$ cat src/rtl/regbank_pkg.sv
// Shared sizing, index type and one-hot encoder for the 4-entry register bank.
package regbank_pkg;

  localparam int NUM_ENTRIES = 4;
  localparam int IDX_W       = 2;

  typedef logic [IDX_W-1:0] idx_t;

  // Only meaningful for a one-hot input; the highest set bit wins otherwise.
  function automatic idx_t onehot_to_idx(input logic [NUM_ENTRIES-1:0] sel);
    idx_t idx;
    idx = '0;
    for (int i = 0; i < NUM_ENTRIES; i++) begin
      if (sel[i]) idx = idx_t'(i);
    end
    return idx;
  endfunction

endpackage

$ cat src/rtl/onehot_check.sv
// Combinational classifier for the decoder's write select: none, exactly one, or several bits set.
module onehot_check
  import regbank_pkg::*;
(
  input  logic [NUM_ENTRIES-1:0] sel,
  output logic                   is_zero,
  output logic                   is_onehot,
  output logic                   is_multi,
  output idx_t                   idx
);

  logic [2:0] pop;

  always_comb begin
    pop = '0;
    for (int i = 0; i < NUM_ENTRIES; i++) begin
      pop = pop + 3'(sel[i]);
    end
  end

  assign is_zero   = (pop == 3'd0);
  assign is_onehot = (pop == 3'd1);
  assign is_multi  = (pop > 3'd1);
  assign idx       = onehot_to_idx(sel);

endmodule

$ cat src/rtl/onehot_reg_bank.sv
// 4-entry register bank written through one-hot selects via a one-cycle stage, two registered read ports.
// Define RD_BYPASS_EN to let a read of the entry committing on the same edge return the staged data.
module onehot_reg_bank
  import regbank_pkg::*;
#(
  parameter int DATA_W = 32,
  parameter int CNT_W  = 8
) (
  input  logic                   clk,
  input  logic                   rst_n,
  input  logic [NUM_ENTRIES-1:0] wr_sel,
  input  logic [DATA_W-1:0]      wr_data,
  input  logic [IDX_W-1:0]       rd_addr_a,
  input  logic [IDX_W-1:0]       rd_addr_b,
  input  logic                   clear,
  input  logic                   err_clr,
  output logic [DATA_W-1:0]      rd_data_a,
  output logic [DATA_W-1:0]      rd_data_b,
  output logic                   rd_valid_a,
  output logic                   rd_valid_b,
  output logic                   onehot_err,
  output logic [CNT_W-1:0]       wr_count
);

  logic                   sel_is_zero;
  logic                   sel_is_onehot;
  logic                   sel_is_multi;
  idx_t                   sel_idx;

  logic                   stage_v;
  idx_t                   stage_idx;
  logic [DATA_W-1:0]      stage_data;

  logic [DATA_W-1:0]      entry [NUM_ENTRIES];
  logic [NUM_ENTRIES-1:0] valid;
  logic [NUM_ENTRIES-1:0] valid_next;

  logic [DATA_W-1:0]      rd_next_data_a;
  logic [DATA_W-1:0]      rd_next_data_b;
  logic                   rd_next_valid_a;
  logic                   rd_next_valid_b;

  logic                   stage_load;

  onehot_check u_onehot_check (
    .sel       (wr_sel),
    .is_zero   (sel_is_zero),
    .is_onehot (sel_is_onehot),
    .is_multi  (sel_is_multi),
    .idx       (sel_idx)
  );

  assign stage_load = sel_is_onehot && !sel_is_zero;

  // A commit on the same edge as clear keeps its entry valid.
  always_comb begin
    valid_next = clear ? '0 : valid;
    if (stage_v) valid_next[stage_idx] = 1'b1;
  end

  always_comb begin
    rd_next_data_a  = entry[rd_addr_a];
    rd_next_valid_a = valid[rd_addr_a];
    rd_next_data_b  = entry[rd_addr_b];
    rd_next_valid_b = valid[rd_addr_b];
`ifdef RD_BYPASS_EN
    if (stage_v && (rd_addr_a == stage_idx)) begin
      rd_next_data_a  = stage_data;
      rd_next_valid_a = 1'b1;
    end
    if (stage_v && (rd_addr_b == stage_idx)) begin
      rd_next_data_b  = stage_data;
      rd_next_valid_b = 1'b1;
    end
`endif
  end

  always_ff @(posedge clk or negedge rst_n) begin
    if (!rst_n) begin
      stage_v    <= 1'b0;
      stage_idx  <= '0;
      stage_data <= '0;
    end else begin
      stage_v <= stage_load;
      if (stage_load) begin
        stage_idx  <= sel_idx;
        stage_data <= wr_data;
      end
    end
  end

  always_ff @(posedge clk or negedge rst_n) begin
    if (!rst_n) begin
      for (int i = 0; i < NUM_ENTRIES; i++) entry[i] <= '0;
      valid    <= '0;
      wr_count <= '0;
    end else begin
      valid <= valid_next;
      if (stage_v) begin
        entry[stage_idx] <= stage_data;
        wr_count         <= wr_count + CNT_W'(1);
      end
    end
  end

  always_ff @(posedge clk or negedge rst_n) begin
    if (!rst_n) begin
      rd_data_a  <= '0;
      rd_data_b  <= '0;
      rd_valid_a <= 1'b0;
      rd_valid_b <= 1'b0;
    end else begin
      rd_data_a  <= rd_next_data_a;
      rd_data_b  <= rd_next_data_b;
      rd_valid_a <= rd_next_valid_a;
      rd_valid_b <= rd_next_valid_b;
    end
  end

  // A new illegal select outranks err_clr on the same edge.
  always_ff @(posedge clk or negedge rst_n) begin
    if (!rst_n) begin
      onehot_err <= 1'b0;
    end else if (sel_is_multi) begin
      onehot_err <= 1'b1;
    end else if (err_clr) begin
      onehot_err <= 1'b0;
    end
  end

endmodule
$ cat config.mk
export PLATFORM = sky130hd
export DESIGN_NAME = onehot_reg_bank
export DESIGN_NICKNAME = d
export VERILOG_FILES = /design/src/rtl/regbank_pkg.sv /design/src/rtl/onehot_check.sv /design/src/rtl/onehot_reg_bank.sv
export SDC_FILE = /design/constraint.sdc
export NUM_CORES = 1
export LEC_CHECK = 0
export BUFFER_PORTS_ARGS = -buffer_cell sky130_fd_sc_hd__buf_4
export CORE_UTILIZATION = 52
export CTS_CLUSTER_SIZE = 8
export DETAILED_ROUTE_END_ITERATION = 12
export GPL_ROUTABILITY_DRIVEN = 0
export PLACE_DENSITY = 0.75
export SLEW_MARGIN = 20
export SYNTH_ARGS = -nofsm -noshare
export SYNTH_HDL_FRONTEND = slang
export SYNTH_SLANG_ARGS = --single-unit
$ cat constraint.sdc
create_clock -name clk -period 1.4 [get_ports clk]
set_input_delay 0.14 -clock clk [delete_from_list [all_inputs] [get_ports clk]]
set_output_delay 0.14 -clock clk [all_outputs]
set_load 0.01 [all_outputs]
==> flow_summary_export.csv <==
group,metric,value,unit
route,first_iter_violations,339,
layout,fin_nets,806,
setup_path,worstSetupPathType,"primary input to register",
cts,cts.htree.levels,2,
synthesis,synth_area,9920,um^2
global_routing,grt_usage,24.3,%
placed_design,portBuffers,118,
sta,drv_slew,0,
route,drt_wl_total,23400,um
cts,clk_latency,0.50,ns
power_and_ir_drop,p_per_area,2140,nW/um^2
placed_design,dp.cells,899,
route,vias,5730,
cts,cts_buffers,36,
synthesis,synth_nets,595,
sta,finalClockSkew,0.0165,ns
min_path,min_to,"stage_idx[1]$_DFFE_PN0P_",
layout,antenna_cells,0,
setup_path,crit_path_end_kind,"register",
cts,cts_sinks,242,
synthesis,syn_area_per_cell,18.2,um^2
floorplan,fp.dieW,140,um
layout,area_growth,34.7,%
synthesis,synthTopCellsByArea,"dfrtp_1 61%, mux2_2 18%, mux4_2 15%",
route,first_pass_iters,4,
synthesis,synth_warnings,0,
layout,layout_commonest_cell,"dfrtp_1",
synthesis,yosysTopAreaCell,"dfrtp_1",
setup_path,rr_worst_depth,4,
cts,clk_path_buf_depth,3,
layout,drive_gt1_share,58.6,%
setup_path,r2r-end,"entry[111]$_DFFE_PN0P_",
setup_path,ff2ff_setup_slack,-0.05,ns
global_routing,grt_overflow,0,
setup_path,worstSetupStartpointType,"primary input",
min_path,hp-start,"wr_sel[2]",
synthesis,ys_seq_elements,242,
global_routing,antenna_found_initial,0,
global_routing,grt_pass1_vias,6326,
flow_run,drv_cap,0,
min_path,hp-class,"primary input to register",
setup_path,r2r_start,"stage_idx[1]$_DFFE_PN0P_",
setup_path,crit_required,1.77,ns
synthesis,synthCells,546,
floorplan,initial_core_util,53.0,%
floorplan,dieArea,19600,um^2
floorplan,chipHeight,140,um
sta,setup_slack,-0.190,ns
layout,fin_util,71.4,%
sta,slew_headroom,76.9,%
floorplan,io_pins,119,
sta,rsz0062_at_grt,"true",
sta,finalHoldViolCount,0,
power_and_ir_drop,p_leak,6.15,nW
synthesis,yosysSeqAreaShare,61.1,%
global_routing,grt_first_pass_wirelength,35700,um
sta,post-route-min-period,1.59,ns
layout,stdcell_area,13400,um^2
layout,fin_cells,994,
route,viasPerCell,5.76,
floorplan,core_area,18700,um^2
floorplan,num_rows,50,
status,violations,"negative setup slack",
route,ant_nets,0,
placed_design,placed_area,11500,um^2
placed_design,post-dp-hpwl,13700,um
sta,post-route-period-util,114,%
setup_path,cp_max_fo,6,
synthesis,synth_top_area_share,61.1,%
cts,cts_tree,"built",
route,wl_per_cell,23.6,um
cts,clockRootBuffer,"clkbuf_16",
sta,worst_pin_slew,0.347,ns
setup_path,cp_data_arrival_time,1.96,ns
layout,mostFrequentLayoutCells,"240 x dfrtp_1, 123 x buf_4, 93 x mux2_2",
status,status,"finished with violations",
cts,path_clk_slew,0.05,ns
power_and_ir_drop,finalPower,28.6,mW
synthesis,synthDistinctLibCells,27,
global_routing,grt_max_degree,57,
power_and_ir_drop,ir_drop,0.00117,V
min_path,hold_depth,4,
sta,max_freq,0.629,GHz
route,drc,0,
sta,finalSetupViolations,71,
-- critical path: stages --
cell    delay (ns)
buf_8         0.10
ha_4          0.25
inv_2         0.03
fa_2          0.36
ha_4          0.23
nor3_4        0.20
buf_6         0.18
buf_12        0.14
mux2_4        0.30
-- stage by stage --
| stage | setup WS (ns) | TNS, ns | hold WS, ns |
|---|---|---|---|
| floorplan | -0.633 | -20.20 | -0.156 |
| global placement | -0.719 | -24.30 | 0.0114 |
| detailed placement | -0.744 | -26.18 | 0.0152 |
| CTS | -0.208 | -6.21 | 0.0545 |
| global route | -0.233 | -9.26 | 0.0636 |
| finish | -0.190 | -5.91 | 0.0686 |
-- flip-flops by register name, summed over array words and instances, names as in the netlist --
name	cells
rd_data_b	32
rd_data_a	32
rd_valid_a	1
rd_valid_b	1
stage_data	32
onehot_err	1
wr_count	8
entry	128
stage_v	1
stage_idx	2
valid	4
-- synth_stat cells (all sizes together) --
library cell	count
mux4	66
a21o	1
nand4	1
xor2	3
dfrtp	242
o21ai	4
xnor2	4
and3	1
nand3b	2
nor2	3
clkbuf	8
nor3b	1
mux2	161
a21oi	2
and4	1
a31oi	1
buf	24
nand3	3
nor3	1
fa	1
nand2	2
inv	10
ha	4
-- worst max path at each step --
stage                          from                         end  cells after the start
final                     wr_sel[1]  stage_data[14]$_DFFE_PN0P_                      9
after global routing      wr_sel[1]  stage_data[17]$_DFFE_PN0P_                      8
after CTS                 wr_sel[1]  stage_data[17]$_DFFE_PN0P_                      9
after detailed placement  wr_sel[1]   stage_data[7]$_DFFE_PN0P_                      8
after global placement    wr_sel[1]  stage_data[14]$_DFFE_PN0P_                      8
after floorplan           wr_sel[1]  stage_data[10]$_DFFE_PN0P_                      7
-- kinds of logic after synthesis --
family	count (synthesis)	share of synthesized area [%]
buf+inv	42	2.71
fa+ha+maj	5	0.707
xor+xnor	7	0.618
compound gates	8	0.442
simple gates	15	1.19
flops	242	61.1
mux	227	33.3
-- power by group --
part,internal (mW),leakage [nW],switching [mW]
clock network,4.65,0.470,2.82
logic,5.66,2.71,2.80
registers,10.2,2.96,2.39
total,20.5,6.15,8.00
-- routing by layer --
metal,vias up,global-route usage [%],part of all wire [%]
met2,193,42.7,53
met3,32,4.65,5.8
met1,3048,31.2,40
met4,0,5.90,1.3
li1,2457,-,-
met5,-,0,0
-- what timing repair did --
action | 4_1_cts | 5_1_grt
gates cloned | 5 | 6
setup endpoints to repair | 69 | 150
endpoints found under the hold margin | 280 | 0
hold buffers | 37 | 0
buffers inserted | 8 | 3
pin swaps | 2 | 4
resized for setup | 40 | 40
-- final cells by class --
class	count	area, um^2
Clock buffer	38	930
Tap cell	234	293
Inverter	10	37.5
Multi-Input combinational cell	262	3900
Clock inverter	3	26.3
Fill cell	1132	5350
Timing Repair Buffer	205	2120
Sequential cell	242	6060
No activity file was read; power rests on OpenSTA's default activity.
